$ cat src/rtl/awstm_pkg.sv
// Shared definitions for the aws timer event word: field layout, widths and
// the wrap value of the 10 s cycle counter.
package awstm_pkg;

    localparam int EVT_W        = 32;
    localparam int EVT_LOCK_BIT = 31;
    localparam int P_AWSTM_MAX  = 999_999_999;

    typedef struct packed {
        logic        lock;
        logic [30:0] time_cnt;
    } awstm_evt_t;

    function automatic logic evt_lock(input logic [EVT_W-1:0] word);
        awstm_evt_t e;
        e = awstm_evt_t'(word);
        return e.lock;
    endfunction

endpackage

$ cat src/rtl/awstm_evt_queue_if.sv
// GPIO-facing side of the event queue: pop/clear levels from software,
// FIFO head, occupancy and status flags back to it.
interface awstm_evt_queue_if #(
    parameter int AW    = 4,
    parameter int OVF_W = 16
);
    import awstm_pkg::*;

    logic             rd_ack;
    logic             clr;
    logic [EVT_W-1:0] rd_data;
    logic             rd_valid;
    logic [AW:0]      level;
    logic [OVF_W-1:0] ovf_cnt;
    logic             lock_chg;
    logic             ovf;
    logic             irq;

    modport master (
        output rd_ack, clr,
        input  rd_data, rd_valid, level, ovf_cnt, lock_chg, ovf, irq
    );

    modport slave (
        input  rd_ack, clr,
        output rd_data, rd_valid, level, ovf_cnt, lock_chg, ovf, irq
    );

endinterface

$ cat src/rtl/awstm_sync_fifo.sv
// Single-clock first-word-fall-through FIFO with wrap-bit pointers; rejects
// pushes when full (unless a pop frees a slot) and pops when empty.
module awstm_sync_fifo #(
    parameter int WIDTH = 32,
    parameter int DEPTH = 16,
    localparam int AW   = $clog2(DEPTH)
) (
    input  logic             clk,
    input  logic             rst_n,
    input  logic             push,
    input  logic             pop,
    input  logic [WIDTH-1:0] wr_data,
    output logic [WIDTH-1:0] rd_data,
    output logic             empty,
    output logic [AW:0]      level,
    output logic [AW:0]      level_nxt,
    output logic             drop
);

    logic [WIDTH-1:0] mem [DEPTH];
    logic [AW:0]      wp;
    logic [AW:0]      rp;
    logic             full;
    logic             push_ok;
    logic             pop_ok;

    assign empty   = (wp == rp);
    assign full    = ((wp ^ rp) == {1'b1, {AW{1'b0}}});
    assign pop_ok  = pop & ~empty;
    // A pop on a full FIFO frees the slot the push needs, so both proceed.
    assign push_ok = push & (~full | pop_ok);
    assign drop    = push & ~push_ok;

    assign level     = wp - rp;
    assign level_nxt = level + {{AW{1'b0}}, push_ok} - {{AW{1'b0}}, pop_ok};
    assign rd_data   = empty ? '0 : mem[rp[AW-1:0]];

    // NOTE: sequential state uses non-blocking assignments so every register
    // samples pre-edge values, independent of block ordering.
    always_ff @(posedge clk or negedge rst_n) begin
        if (!rst_n) begin
            wp <= '0;
            rp <= '0;
        end else begin
            if (push_ok) wp <= wp + 1'b1;
            if (pop_ok)  rp <= rp + 1'b1;
        end
    end

    // NOTE: the storage array has no reset; empty gating on rd_data hides
    // stale contents, and a resettable array would not map onto RAM.
    always_ff @(posedge clk) begin
        if (push_ok) mem[wp[AW-1:0]] <= wr_data;
    end

endmodule

$ cat src/rtl/awstm_evt_queue.sv
// Captures each new aws timer event word into a FIFO read by software over
// axi-gpio, with sticky lock-change/overrun flags and a level interrupt.
module awstm_evt_queue
    import awstm_pkg::*;
#(
    parameter int DEPTH = 16,
    parameter int AW    = 4,
    parameter int OVF_W = 16
) (
    input  logic             clk,
    input  logic             rst_n,
    input  logic [EVT_W-1:0] evt,
    awstm_evt_queue_if.slave gpio
);

    localparam logic [OVF_W-1:0] CNT_ONE = OVF_W'(1);

    logic [EVT_W-1:0] r_evt_prev;
    logic             r_ack_prev;
    logic             r_clr_prev;
    logic             new_evt;
    logic             pop_req;
    logic             clr_edge;
    logic             lock_set;
    logic             overrun;
    logic             fifo_empty;
    logic [AW:0]      level_nxt;

    logic             lock_chg_q, lock_chg_nxt;
    logic             ovf_q, ovf_nxt;
    logic [OVF_W-1:0] ovf_cnt_q, ovf_cnt_nxt;
    logic             irq_q, irq_nxt;

    // Prev register resets to 0, so a nonzero word right after reset is an event.
    assign new_evt  = (evt != r_evt_prev);
    assign pop_req  = gpio.rd_ack & ~r_ack_prev;
    assign clr_edge = gpio.clr & ~r_clr_prev;
    assign lock_set = new_evt & (evt_lock(evt) != evt_lock(r_evt_prev));

    awstm_sync_fifo #(
        .WIDTH (EVT_W),
        .DEPTH (DEPTH)
    ) u_fifo (
        .clk       (clk),
        .rst_n     (rst_n),
        .push      (new_evt),
        .pop       (pop_req),
        .wr_data   (evt),
        .rd_data   (gpio.rd_data),
        .empty     (fifo_empty),
        .level     (gpio.level),
        .level_nxt (level_nxt),
        .drop      (overrun)
    );

    // NOTE: every output of this block gets a default first, so no path can
    // leave a variable unassigned and infer a latch.
    always_comb begin
        lock_chg_nxt = lock_chg_q;
        ovf_nxt      = ovf_q;
        ovf_cnt_nxt  = ovf_cnt_q;

        if (clr_edge) begin
            lock_chg_nxt = 1'b0;
            ovf_nxt      = 1'b0;
            ovf_cnt_nxt  = '0;
        end
        // Sets are applied after the clear so a coincident set wins.
        if (lock_set) lock_chg_nxt = 1'b1;
        if (overrun) begin
            ovf_nxt     = 1'b1;
            ovf_cnt_nxt = clr_edge ? CNT_ONE
                        : (&ovf_cnt_q) ? ovf_cnt_q : ovf_cnt_q + CNT_ONE;
        end

        irq_nxt = (level_nxt != '0) | lock_chg_nxt | ovf_nxt;
    end

    always_ff @(posedge clk or negedge rst_n) begin
        if (!rst_n) begin
            r_evt_prev <= '0;
            r_ack_prev <= 1'b0;
            r_clr_prev <= 1'b0;
            lock_chg_q <= 1'b0;
            ovf_q      <= 1'b0;
            ovf_cnt_q  <= '0;
            irq_q      <= 1'b0;
        end else begin
            r_evt_prev <= evt;
            r_ack_prev <= gpio.rd_ack;
            r_clr_prev <= gpio.clr;
            lock_chg_q <= lock_chg_nxt;
            ovf_q      <= ovf_nxt;
            ovf_cnt_q  <= ovf_cnt_nxt;
            irq_q      <= irq_nxt;
        end
    end

    assign gpio.rd_valid = ~fifo_empty;
    assign gpio.lock_chg = lock_chg_q;
    assign gpio.ovf      = ovf_q;
    assign gpio.ovf_cnt  = ovf_cnt_q;
    assign gpio.irq      = irq_q;

endmodule

$ cat src/flat_wrapper.sv
// flat-port wrapper written by rule: the top's interface ports become plain ports
module awstm_evt_queue_flat import awstm_pkg::*;
#(
    parameter int DEPTH = 16,
    parameter int AW    = 4,
    parameter int OVF_W = 16
)
  (clk, rst_n, evt, gpio_rd_ack, gpio_clr, gpio_rd_data, gpio_rd_valid, gpio_level, gpio_ovf_cnt, gpio_lock_chg, gpio_ovf, gpio_irq);
  awstm_evt_queue_if #(.AW(AW), .OVF_W(OVF_W)) gpio_i ();
  input  logic clk;
  input  logic rst_n;
  input  logic [EVT_W-1:0] evt;
  input wire logic [$bits(gpio_i.rd_ack)-1:0] gpio_rd_ack;
  input wire logic [$bits(gpio_i.clr)-1:0] gpio_clr;
  output wire logic [$bits(gpio_i.rd_data)-1:0] gpio_rd_data;
  output wire logic [$bits(gpio_i.rd_valid)-1:0] gpio_rd_valid;
  output wire logic [$bits(gpio_i.level)-1:0] gpio_level;
  output wire logic [$bits(gpio_i.ovf_cnt)-1:0] gpio_ovf_cnt;
  output wire logic [$bits(gpio_i.lock_chg)-1:0] gpio_lock_chg;
  output wire logic [$bits(gpio_i.ovf)-1:0] gpio_ovf;
  output wire logic [$bits(gpio_i.irq)-1:0] gpio_irq;
  assign gpio_i.rd_ack = gpio_rd_ack;
  assign gpio_i.clr = gpio_clr;
  assign gpio_rd_data = gpio_i.rd_data;
  assign gpio_rd_valid = gpio_i.rd_valid;
  assign gpio_level = gpio_i.level;
  assign gpio_ovf_cnt = gpio_i.ovf_cnt;
  assign gpio_lock_chg = gpio_i.lock_chg;
  assign gpio_ovf = gpio_i.ovf;
  assign gpio_irq = gpio_i.irq;
  awstm_evt_queue #(.DEPTH(DEPTH), .AW(AW), .OVF_W(OVF_W)) u_core (.clk(clk), .rst_n(rst_n), .evt(evt), .gpio(gpio_i));
endmodule
$ cat config.mk
export PLATFORM = sky130hd
export DESIGN_NAME = awstm_evt_queue_flat
export DESIGN_NICKNAME = d
export VERILOG_FILES = /design/src/rtl/awstm_pkg.sv /design/src/rtl/awstm_evt_queue_if.sv /design/src/rtl/awstm_sync_fifo.sv /design/src/rtl/awstm_evt_queue.sv /design/src/flat_wrapper.sv
export SDC_FILE = /design/constraint.sdc
export NUM_CORES = 1
export LEC_CHECK = 0
export ABC_AREA = 0
export CAP_MARGIN = 30
export CELL_PAD_IN_SITES_DETAIL_PLACEMENT = 1
export CELL_PAD_IN_SITES_GLOBAL_PLACEMENT = 1
export CORE_MARGIN = 2
export CORE_UTILIZATION = 35
export DETAILED_ROUTE_END_ITERATION = 6
export PLACE_DENSITY_LB_ADDON = 0.1
export SYNTH_ARGS = -nofsm -noshare
export SYNTH_HDL_FRONTEND = slang
export SYNTH_SLANG_ARGS = --single-unit
$ cat constraint.sdc
create_clock -name clk -period 10.3 [get_ports clk]
set_input_delay 2.06 -clock clk [delete_from_list [all_inputs] [get_ports clk]]
set_output_delay 2.06 -clock clk [all_outputs]
set_load 0.05 [all_outputs]
==> impl_metrics.prom, run 1 <==
# TYPE chip_impl_metric gauge
chip_impl_metric{name="maxSlewHeadroom",unit=""} 0.425
chip_impl_metric{name="floorplan.rows",unit=""} 93
chip_impl_metric{name="p_leak",unit="nW"} 8.82
chip_impl_info{name="synth_top_flop_cell",value="sky130_fd_sc_hd__edfxtp_1"} 1
chip_impl_metric{name="global_route.overflow_total",unit=""} 0
chip_impl_metric{name="globalRouteTotalUtil",unit=""} 0.175
chip_impl_info{name="worst_path_dominant_cell_family",value="buffers and inverters"} 1
chip_impl_info{name="worst_setup_start_kind",value="flip-flop"} 1
chip_impl_metric{name="max_cap_viol_count",unit=""} 0
chip_impl_metric{name="synth_sequential_area_ratio",unit=""} 0.752
chip_impl_metric{name="num_antenna_cells",unit=""} 0
chip_impl_metric{name="post_synth_and_or_nand_nor_area_fraction",unit=""} 0.0338
chip_impl_metric{name="synthesis.instances",unit=""} 1038
chip_impl_metric{name="met1_length",unit="mm"} 26.5
chip_impl_metric{name="clock-skew-final",unit="ns"} 0.0199
chip_impl_metric{name="cts-buffers-inserted",unit=""} 68
chip_impl_info{name="min_path_type",value="reg2reg"} 1
chip_impl_metric{name="io_pins",unit=""} 93
chip_impl_metric{name="drc",unit=""} 0
chip_impl_metric{name="met2_length",unit="mm"} 27.7
chip_impl_metric{name="max_clock_freq",unit="MHz"} 160
chip_impl_metric{name="post_synth_fa_ha_maj_area_fraction",unit=""} 0.00955
chip_impl_info{name="cts_tree",value="done"} 1
chip_impl_info{name="timing.critical_path.cells",value="buf_4 > mux4_2 > mux4_2 > nor2b_1 > clkdlybuf4s50_1"} 1
chip_impl_metric{name="gp_congestion",unit=""} 0.674
chip_impl_info{name="crit_type",value="reg2out"} 1
chip_impl_metric{name="placed_cells_incl_taps",unit=""} 1965
chip_impl_metric{name="timing.final.max_slew_violations",unit=""} 0
chip_impl_metric{name="number_of_synthesized_flops_with_an_enable_pin",unit=""} 512
chip_impl_metric{name="finalWirelength",unit="mm"} 57.0
chip_impl_info{name="synth_top_family_by_area",value="multiplexers"} 1
chip_impl_metric{name="place.detailed.hpwl",unit="mm"} 28.7
chip_impl_metric{name="setup_viol",unit=""} 0
chip_impl_metric{name="insertion_delay",unit="ns"} 0.60
chip_impl_info{name="status",value="finished, final reports clean"} 1
chip_impl_metric{name="buffers_on_ports",unit=""} 92
chip_impl_metric{name="syn_area",unit="µm²"} 22500
chip_impl_metric{name="synth.mux.area_fraction",unit=""} 0.161
chip_impl_metric{name="final_cell_count_no_fill",unit=""} 2090
chip_impl_metric{name="placed_cell_area",unit="µm²"} 24600
chip_impl_metric{name="worstPathArrival",unit="ns"} 4.19
chip_impl_metric{name="reg_clk_slew_reported_paths",unit="ns"} 0.06
chip_impl_info{name="setup_repair_after_global_routing_missed_its_margin",value="false"} 1
chip_impl_metric{name="core_area",unit="µm²"} 64000
chip_impl_metric{name="die_h",unit="µm"} 258
chip_impl_metric{name="ys_warn_count",unit=""} 0
chip_impl_metric{name="synth.lib_cells_used.distinct",unit=""} 41
chip_impl_metric{name="hold_viol",unit=""} 0
chip_impl_metric{name="drt-initial-drc-count",unit=""} 768
chip_impl_metric{name="drt.antenna.violating_nets",unit=""} 0
chip_impl_metric{name="post_cts.resized_instances",unit=""} 0
chip_impl_metric{name="floorplan.die.width",unit="µm"} 258
chip_impl_metric{name="cp.buffers_inverters",unit=""} 2
chip_impl_metric{name="postSynthNetCount",unit=""} 1090
chip_impl_info{name="clock_tree.root_cell",value="sky130_fd_sc_hd__clkbuf_16"} 1
chip_impl_metric{name="die_area",unit="µm²"} 66400
chip_impl_metric{name="drive_above_1_share",unit=""} 0.253
chip_impl_metric{name="detail_route.wl_per_cell",unit="µm"} 27.3
chip_impl_info{name="cpMostUsedCell",value="sky130_fd_sc_hd__mux4_2"} 1
chip_impl_metric{name="number_of_antenna_violations_at_the_first_check_in_global_routing",unit=""} 0
chip_impl_metric{name="synth_xor_area_frac",unit=""} 0.0187
chip_impl_metric{name="setup-tns-final",unit="ns"} 0
chip_impl_metric{name="htree_num_levels",unit=""} 3
chip_impl_metric{name="cts_hold_repair.buffers",unit=""} 0
chip_impl_metric{name="timing_worst_slew_pin_value",unit="ns"} 0.863
chip_impl_info{name="setup.worst_path.end_class",value="primary output"} 1
chip_impl_metric{name="routed-wl-met3",unit="mm"} 1.98
chip_impl_metric{name="cts_sinks",unit=""} 575
chip_impl_metric{name="vdd_drop_max",unit="mV"} 0.488
chip_impl_metric{name="nets",unit=""} 1233
chip_impl_metric{name="post_cts_buffers",unit=""} 0
chip_impl_metric{name="ys_ff_latch",unit=""} 575
chip_impl_metric{name="routed-via-count",unit=""} 10800
chip_impl_metric{name="syn2layout_area_growth",unit="%"} 19.5
chip_impl_metric{name="synth_compound_area_frac",unit=""} 0.0126
chip_impl_metric{name="worst_ep_required_time",unit="ns"} 8.24
chip_impl_metric{name="vias_per_cell",unit=""} 5.16
chip_impl_metric{name="period_share",unit=""} 0.606
chip_impl_metric{name="final_cell_area",unit="µm²"} 26900
chip_impl_metric{name="dr.pass1.iters",unit=""} 5
chip_impl_metric{name="clock_path_buffers",unit=""} 3
chip_impl_metric{name="period_needed",unit="ns"} 6.25
chip_impl_info{name="mostFrequentLayoutCell",value="sky130_fd_sc_hd__edfxtp_1"} 1
chip_impl_metric{name="grt_start_max_net_pins",unit=""} 73
chip_impl_info{name="synth.largest_area_cell",value="sky130_fd_sc_hd__edfxtp_1"} 1
chip_impl_metric{name="initial_utilization",unit=""} 0.352
chip_impl_info{name="synth.area.top_cells",value="sky130_fd_sc_hd__edfxtp_1 (68%), sky130_fd_sc_hd__mux4_2 (16%), sky130_fd_sc_hd__dfrtp_1 (7.0%)"} 1
chip_impl_metric{name="crit_path_max_fanout",unit=""} 33
chip_impl_metric{name="async_flop_share",unit=""} 0.110
chip_impl_metric{name="grt_pass1_wl",unit="mm"} 83.3
chip_impl_metric{name="power.density_cell_area",unit="nW/µm²"} 334
chip_impl_metric{name="syn_avg_cell_area",unit="µm²"} 21.7
chip_impl_metric{name="grt_pass1_vias",unit=""} 12000
chip_impl_info{name="timing.critical_path.slowest_stage_cell",value="sky130_fd_sc_hd__dfrtp_4"} 1
chip_impl_metric{name="cp_slowest_stage_delay",unit="ns"} 0.83
chip_impl_info{name="highest_layer",value="met4"} 1
chip_impl_info{name="layout.cells.most_common_list",value="sky130_fd_sc_hd__edfxtp_1 (512), sky130_fd_sc_hd__mux4_2 (160), sky130_fd_sc_hd__clkdlybuf4s50_1 (91), sky130_fd_sc_hd__clkbuf_16 (70), sky130_fd_sc_hd__dfrtp_1 (60)"} 1
chip_impl_metric{name="synth_top_area_share",unit=""} 0.683
## sequential cells by signal, summed over array words and instances (netlist names)
signal	cells
u_core.r_evt_prev	32
u_core.u_fifo.wp	5
u_core.gpio.irq	1
u_core.r_clr_prev	1
u_core.gpio.ovf	1
u_core.u_fifo.rp	5
u_core.gpio.ovf_cnt	16
u_core.u_fifo.mem	512
u_core.gpio.lock_chg	1
u_core.r_ack_prev	1
## kinds of logic after synthesis
family / Yosys count
xor gates and xnor gates: 48
AOI/OAI and AO/OA: 42
muxes: 163
adders and majority gates: 16
buffers and inverters: 57
DFF: 575
and+or+nand+nor: 137
## worst register-to-register path, stage by stage, from the launching register on
cell,delay (ns)
sky130_fd_sc_hd__dfrtp_4,0.71
sky130_fd_sc_hd__ha_1,0.44
sky130_fd_sc_hd__nand4_1,0.25
sky130_fd_sc_hd__nor2b_4,0.16
sky130_fd_sc_hd__buf_4,0.54
sky130_fd_sc_hd__nor2b_1,0.30
sky130_fd_sc_hd__nand2_1,0.21
sky130_fd_sc_hd__o21ai_0,0.13
sky130_fd_sc_hd__ha_1,0.26
sky130_fd_sc_hd__fa_1,0.46
sky130_fd_sc_hd__a21o_1,0.19
sky130_fd_sc_hd__a21oi_1,0.16
sky130_fd_sc_hd__xnor2_1,0.15
sky130_fd_sc_hd__xnor2_1,0.07
sky130_fd_sc_hd__or3_1,0.34
## power by group
group	internal, mW	switching [mW]
registers	2.99	0.146
clock network	1.52	0.952
logic	1.37	2.01
## per-stage QoR
| stage | total power [mW] | setup slack, ns | hold WS, ns | utilization |
|---|---|---|---|---|
| final | 8.99 | 4.05 | 0.488 | 0.421 |
| after global routing | 9.40 | 3.81 | 0.510 | 0.421 |
| after CTS | 9.15 | 3.92 | 0.493 | 0.420 |
| after detailed placement | 6.65 | 3.58 | 0.481 | 0.384 |
| after global placement | 6.62 | 3.67 | 0.477 | 0.383 |
| after floorplan | 5.47 | 4.93 | 0.462 | - |
## Yosys cell counts (11+ instances only)
master,instances
sky130_fd_sc_hd__xor2_1,39
sky130_fd_sc_hd__clkbuf_1,20
sky130_fd_sc_hd__nand2_1,21
sky130_fd_sc_hd__and3_1,20
sky130_fd_sc_hd__nor2_1,15
sky130_fd_sc_hd__edfxtp_1,512
sky130_fd_sc_hd__inv_1,11
sky130_fd_sc_hd__nor2b_1,39
sky130_fd_sc_hd__mux4_2,160
sky130_fd_sc_hd__ha_1,14
sky130_fd_sc_hd__dfrtp_1,63
sky130_fd_sc_hd__buf_4,11
## layer usage
metal	GRT usage	up-vias
met2	0.281	202
met4	0.0462	0
li1	-	4579
met5	0	-
met3	0.0291	59
met1	0.249	5944
## path summary, 6_finish.rpt
kind / start / to / slack [ns] / depth (start not counted)
worst max register to register: u_core.u_fifo.rp[0] / u_core.gpio.irq / 5.79 / 14
max in group asynchronous: rst_n / u_core.u_fifo.rp[1] / 7.77 / 2
worst min-delay path: u_core.u_fifo.wp[4] / u_core.u_fifo.wp[4] / 0.49 / 1
worst min register to register: u_core.u_fifo.wp[4] / u_core.u_fifo.wp[4] / 0.49 / 1
worst max-delay path: u_core.u_fifo.rp[0] / gpio_rd_data[27] / 4.05 / 5
min in group asynchronous: rst_n / u_core.u_fifo.wp[3] / 1.35 / 1
## area by class of cell
class,instances,area (µm²)
clock buffer,89,1870
fill,5978,37100
inverter,12,45.0
tap,855,1070
sequential,575,17000
clock inverter,35,429
multi-input combinational,406,5360
timing repair buffer,118,1180
Power figures use the tool's default switching activity.
==> inputs of run 2 (changes only) <==
- clock period: 10.3 -> 5.85 ns (I/O delays scaled with it)
==> run 2 against run 1 <==
Compared with the run above:
- clock-buffer cell count grew 5
- combinational power grew 81%
- first-iteration DRC count shrank 0.26%
- power grew 73%
- critical endpoint is now gpio_rd_data[21]
- via count grew 1.9%
- register-to-register slack lost 4.5 ns
- non-clock buffer count grew 34
==> impl_metrics.prom, run 2 (synthesized netlist as in run 1, its figures left out) <==
# TYPE chip_impl_metric gauge
chip_impl_info{name="status",value="finished, final reports clean"} 1
chip_impl_metric{name="finalWirelength",unit="mm"} 59.1
chip_impl_metric{name="reg_clk_slew_reported_paths",unit="ns"} 0.06
chip_impl_metric{name="grt_pass1_wl",unit="mm"} 86.4
chip_impl_info{name="highest_layer",value="met5"} 1
chip_impl_metric{name="vdd_drop_max",unit="mV"} 0.829
chip_impl_metric{name="dr.pass1.iters",unit=""} 4
chip_impl_metric{name="grt_pass1_vias",unit=""} 12100
chip_impl_metric{name="power.density_cell_area",unit="nW/µm²"} 576
chip_impl_metric{name="max_clock_freq",unit="MHz"} 196
chip_impl_metric{name="clock-skew-final",unit="ns"} 0.0233
chip_impl_metric{name="place.detailed.hpwl",unit="mm"} 30.7
chip_impl_metric{name="regToRegSetupSlack",unit="ns"} 1.26
chip_impl_info{name="setup.worst_path.end_class",value="primary output"} 1
chip_impl_info{name="setup_repair_after_global_routing_missed_its_margin",value="false"} 1
chip_impl_metric{name="nets",unit=""} 1265
chip_impl_metric{name="final.hold.worst_slack",unit="ns"} 0.506
chip_impl_metric{name="syn2layout_area_growth",unit="%"} 19.7
chip_impl_metric{name="period_needed",unit="ns"} 5.11
chip_impl_info{name="min_path_type",value="reg2reg"} 1
chip_impl_info{name="timing.critical_path.cells",value="buf_12 > mux4_2 > mux4_2 > nor2b_1 > clkdlybuf4s50_1"} 1
chip_impl_metric{name="placed_cells_incl_taps",unit=""} 1999
chip_impl_metric{name="drive_above_1_share",unit=""} 0.267
chip_impl_metric{name="clock_path_buffers",unit=""} 3
chip_impl_metric{name="die_area",unit="µm²"} 66400
chip_impl_metric{name="maxSlewHeadroom",unit=""} 0.328
chip_impl_metric{name="htree_num_levels",unit=""} 3
chip_impl_info{name="timing.critical_path.slowest_stage_cell",value="sky130_fd_sc_hd__clkdlybuf4s50_1"} 1
chip_impl_info{name="worst_setup_path_startpoint",value="u_core.u_fifo.rp[0]"} 1
chip_impl_metric{name="p_leak",unit="nW"} 8.89
chip_impl_metric{name="post_cts_buffers",unit=""} 0
chip_impl_info{name="clock_tree.root_cell",value="sky130_fd_sc_hd__clkbuf_16"} 1
chip_impl_metric{name="largest_register_ffs",unit=""} 512
chip_impl_metric{name="timing.critical_path.depth",unit=""} 5
chip_impl_metric{name="cts_sinks",unit=""} 575
chip_impl_metric{name="cp.buffers_inverters",unit=""} 2
chip_impl_metric{name="vias_per_cell",unit=""} 5.19
chip_impl_info{name="cpMostUsedCell",value="sky130_fd_sc_hd__mux4_2"} 1
chip_impl_metric{name="timing_worst_slew_pin_value",unit="ns"} 1.01
chip_impl_metric{name="grt_start_max_net_pins",unit=""} 131
chip_impl_metric{name="max_cap_viol_count",unit=""} 0
chip_impl_metric{name="global_route.overflow_total",unit=""} 0
chip_impl_metric{name="post_cts.resized_instances",unit=""} 0
chip_impl_info{name="rr_endpoint",value="u_core.gpio.irq"} 1
chip_impl_metric{name="hold_viol",unit=""} 0
chip_impl_metric{name="io_pins",unit=""} 93
chip_impl_metric{name="timing.final.max_slew_violations",unit=""} 0
chip_impl_metric{name="met1_length",unit="mm"} 27.0
chip_impl_metric{name="drt.antenna.violating_nets",unit=""} 0
chip_impl_metric{name="cp_slowest_stage_delay",unit="ns"} 0.75
chip_impl_info{name="worstReg2RegStart",value="u_core.u_fifo.rp[2]"} 1
chip_impl_metric{name="routed-via-count",unit=""} 11000
chip_impl_metric{name="cts_hold_repair.buffers",unit=""} 0
chip_impl_metric{name="crit_path_max_fanout",unit=""} 110
chip_impl_metric{name="met2_length",unit="mm"} 28.7
chip_impl_info{name="worst_setup_start_kind",value="flip-flop"} 1
chip_impl_info{name="layout.cells.most_common_list",value="sky130_fd_sc_hd__edfxtp_1 (512), sky130_fd_sc_hd__mux4_2 (160), sky130_fd_sc_hd__clkdlybuf4s50_1 (91), sky130_fd_sc_hd__clkbuf_16 (69), sky130_fd_sc_hd__dfrtp_1 (60)"} 1
chip_impl_info{name="crit_type",value="reg2out"} 1
chip_impl_metric{name="number_of_antenna_violations_at_the_first_check_in_global_routing",unit=""} 3
chip_impl_metric{name="die_h",unit="µm"} 258
chip_impl_metric{name="globalRouteTotalUtil",unit=""} 0.182
chip_impl_metric{name="cts-buffers-inserted",unit=""} 66
chip_impl_metric{name="drc",unit=""} 0
chip_impl_metric{name="worstPathArrival",unit="ns"} 3.94
chip_impl_metric{name="setup_viol",unit=""} 0
chip_impl_metric{name="insertion_delay",unit="ns"} 0.60
chip_impl_metric{name="detail_route.wl_per_cell",unit="µm"} 27.9
chip_impl_info{name="critical_path.endpoint",value="gpio_rd_data[21]"} 1
chip_impl_metric{name="setup-tns-final",unit="ns"} 0
chip_impl_metric{name="final_cell_count_no_fill",unit=""} 2119
chip_impl_metric{name="buffers_on_ports",unit=""} 92
chip_impl_info{name="mostFrequentLayoutCell",value="sky130_fd_sc_hd__edfxtp_1"} 1
chip_impl_metric{name="gp_congestion",unit=""} 0.703
chip_impl_metric{name="initial_utilization",unit=""} 0.352
chip_impl_info{name="worst_path_dominant_cell_family",value="buffers and inverters"} 1
chip_impl_metric{name="floorplan.die.width",unit="µm"} 258
chip_impl_metric{name="worst-r2r-cell-count",unit=""} 15
chip_impl_metric{name="routed-wl-met3",unit="mm"} 2.21
chip_impl_info{name="cts_tree",value="done"} 1
chip_impl_metric{name="worst_ep_required_time",unit="ns"} 4.68
chip_impl_metric{name="period_share",unit=""} 0.874
chip_impl_metric{name="drt-initial-drc-count",unit=""} 766
chip_impl_metric{name="core_area",unit="µm²"} 64000
chip_impl_metric{name="floorplan.rows",unit=""} 93
run 2: changes by cell type in the layout (fill, tap and decap cells not counted), sizes merged:
cell,previous run,this run
buf,27,61
bufinv,9,3
clkbuf,89,94
clkinv,16,17
clkinvlp,2,1
diode,0,1
inv,20,15
run 2: layout make-up:
class,count,area [µm²]
Timing Repair Buffer,152,1460
Multi-Input combinational cell,406,5350
Tap cell,855,1070
Sequential cell,575,17000
Fill cell,5961,37000
Inverter,12,45.0
Clock buffer,94,1870
Antenna cell,1,2.50
Clock inverter,24,209
run 2: how the worst min path moves through the flow:
stage | slack (ns) | from | end | cells after the start
4_1_cts | 0.50 | u_core.u_fifo.rp[4] | u_core.u_fifo.rp[4] | 1
3_5_place_dp | 0.49 | u_core.u_fifo.rp[4] | u_core.u_fifo.rp[4] | 1
3_3_place_gp | 0.48 | u_core.u_fifo.rp[4] | u_core.u_fifo.rp[4] | 1
6_report | 0.51 | u_core.u_fifo.rp[4] | u_core.u_fifo.rp[4] | 1
2_1_floorplan | 0.46 | u_core.u_fifo.wp[4] | u_core.u_fifo.wp[4] | 1
5_1_grt | 0.55 | u_core.u_fifo.wp[4] | u_core.u_fifo.wp[4] | 1
run 2: stage by stage:
step	util	power, mW	setup slack (ns)	cell area [µm²]
2_1_floorplan	-	9.63	1.36	22500
3_3_place_gp	0.388	11.7	0.635	24900
3_5_place_dp	0.389	11.8	0.512	24900
4_1_cts	0.421	15.8	0.631	27000
5_1_grt	0.421	16.3	0.540	27000
6_report	0.421	15.5	0.737	27000
run 2: routing by layer:
metal / up-vias / GRT usage
li1: 4643 / -
met1: 6055 / 0.254
met2: 220 / 0.296
met3: 68 / 0.0302
met4: 4 / 0.0531
met5: - / 0
run 2: power breakdown:
group	switching (mW)	leakage, nW	internal, mW
combinational	3.66	2.45	2.45
clock	1.62	1.02	2.36
sequential	0.187	5.42	5.27
==> inputs of run 3 (changes only) <==
- CTS_CLUSTER_SIZE: not set -> 20
==> results of run 3 <==
Final layout, timing and power as in run 2 (identical DEF).
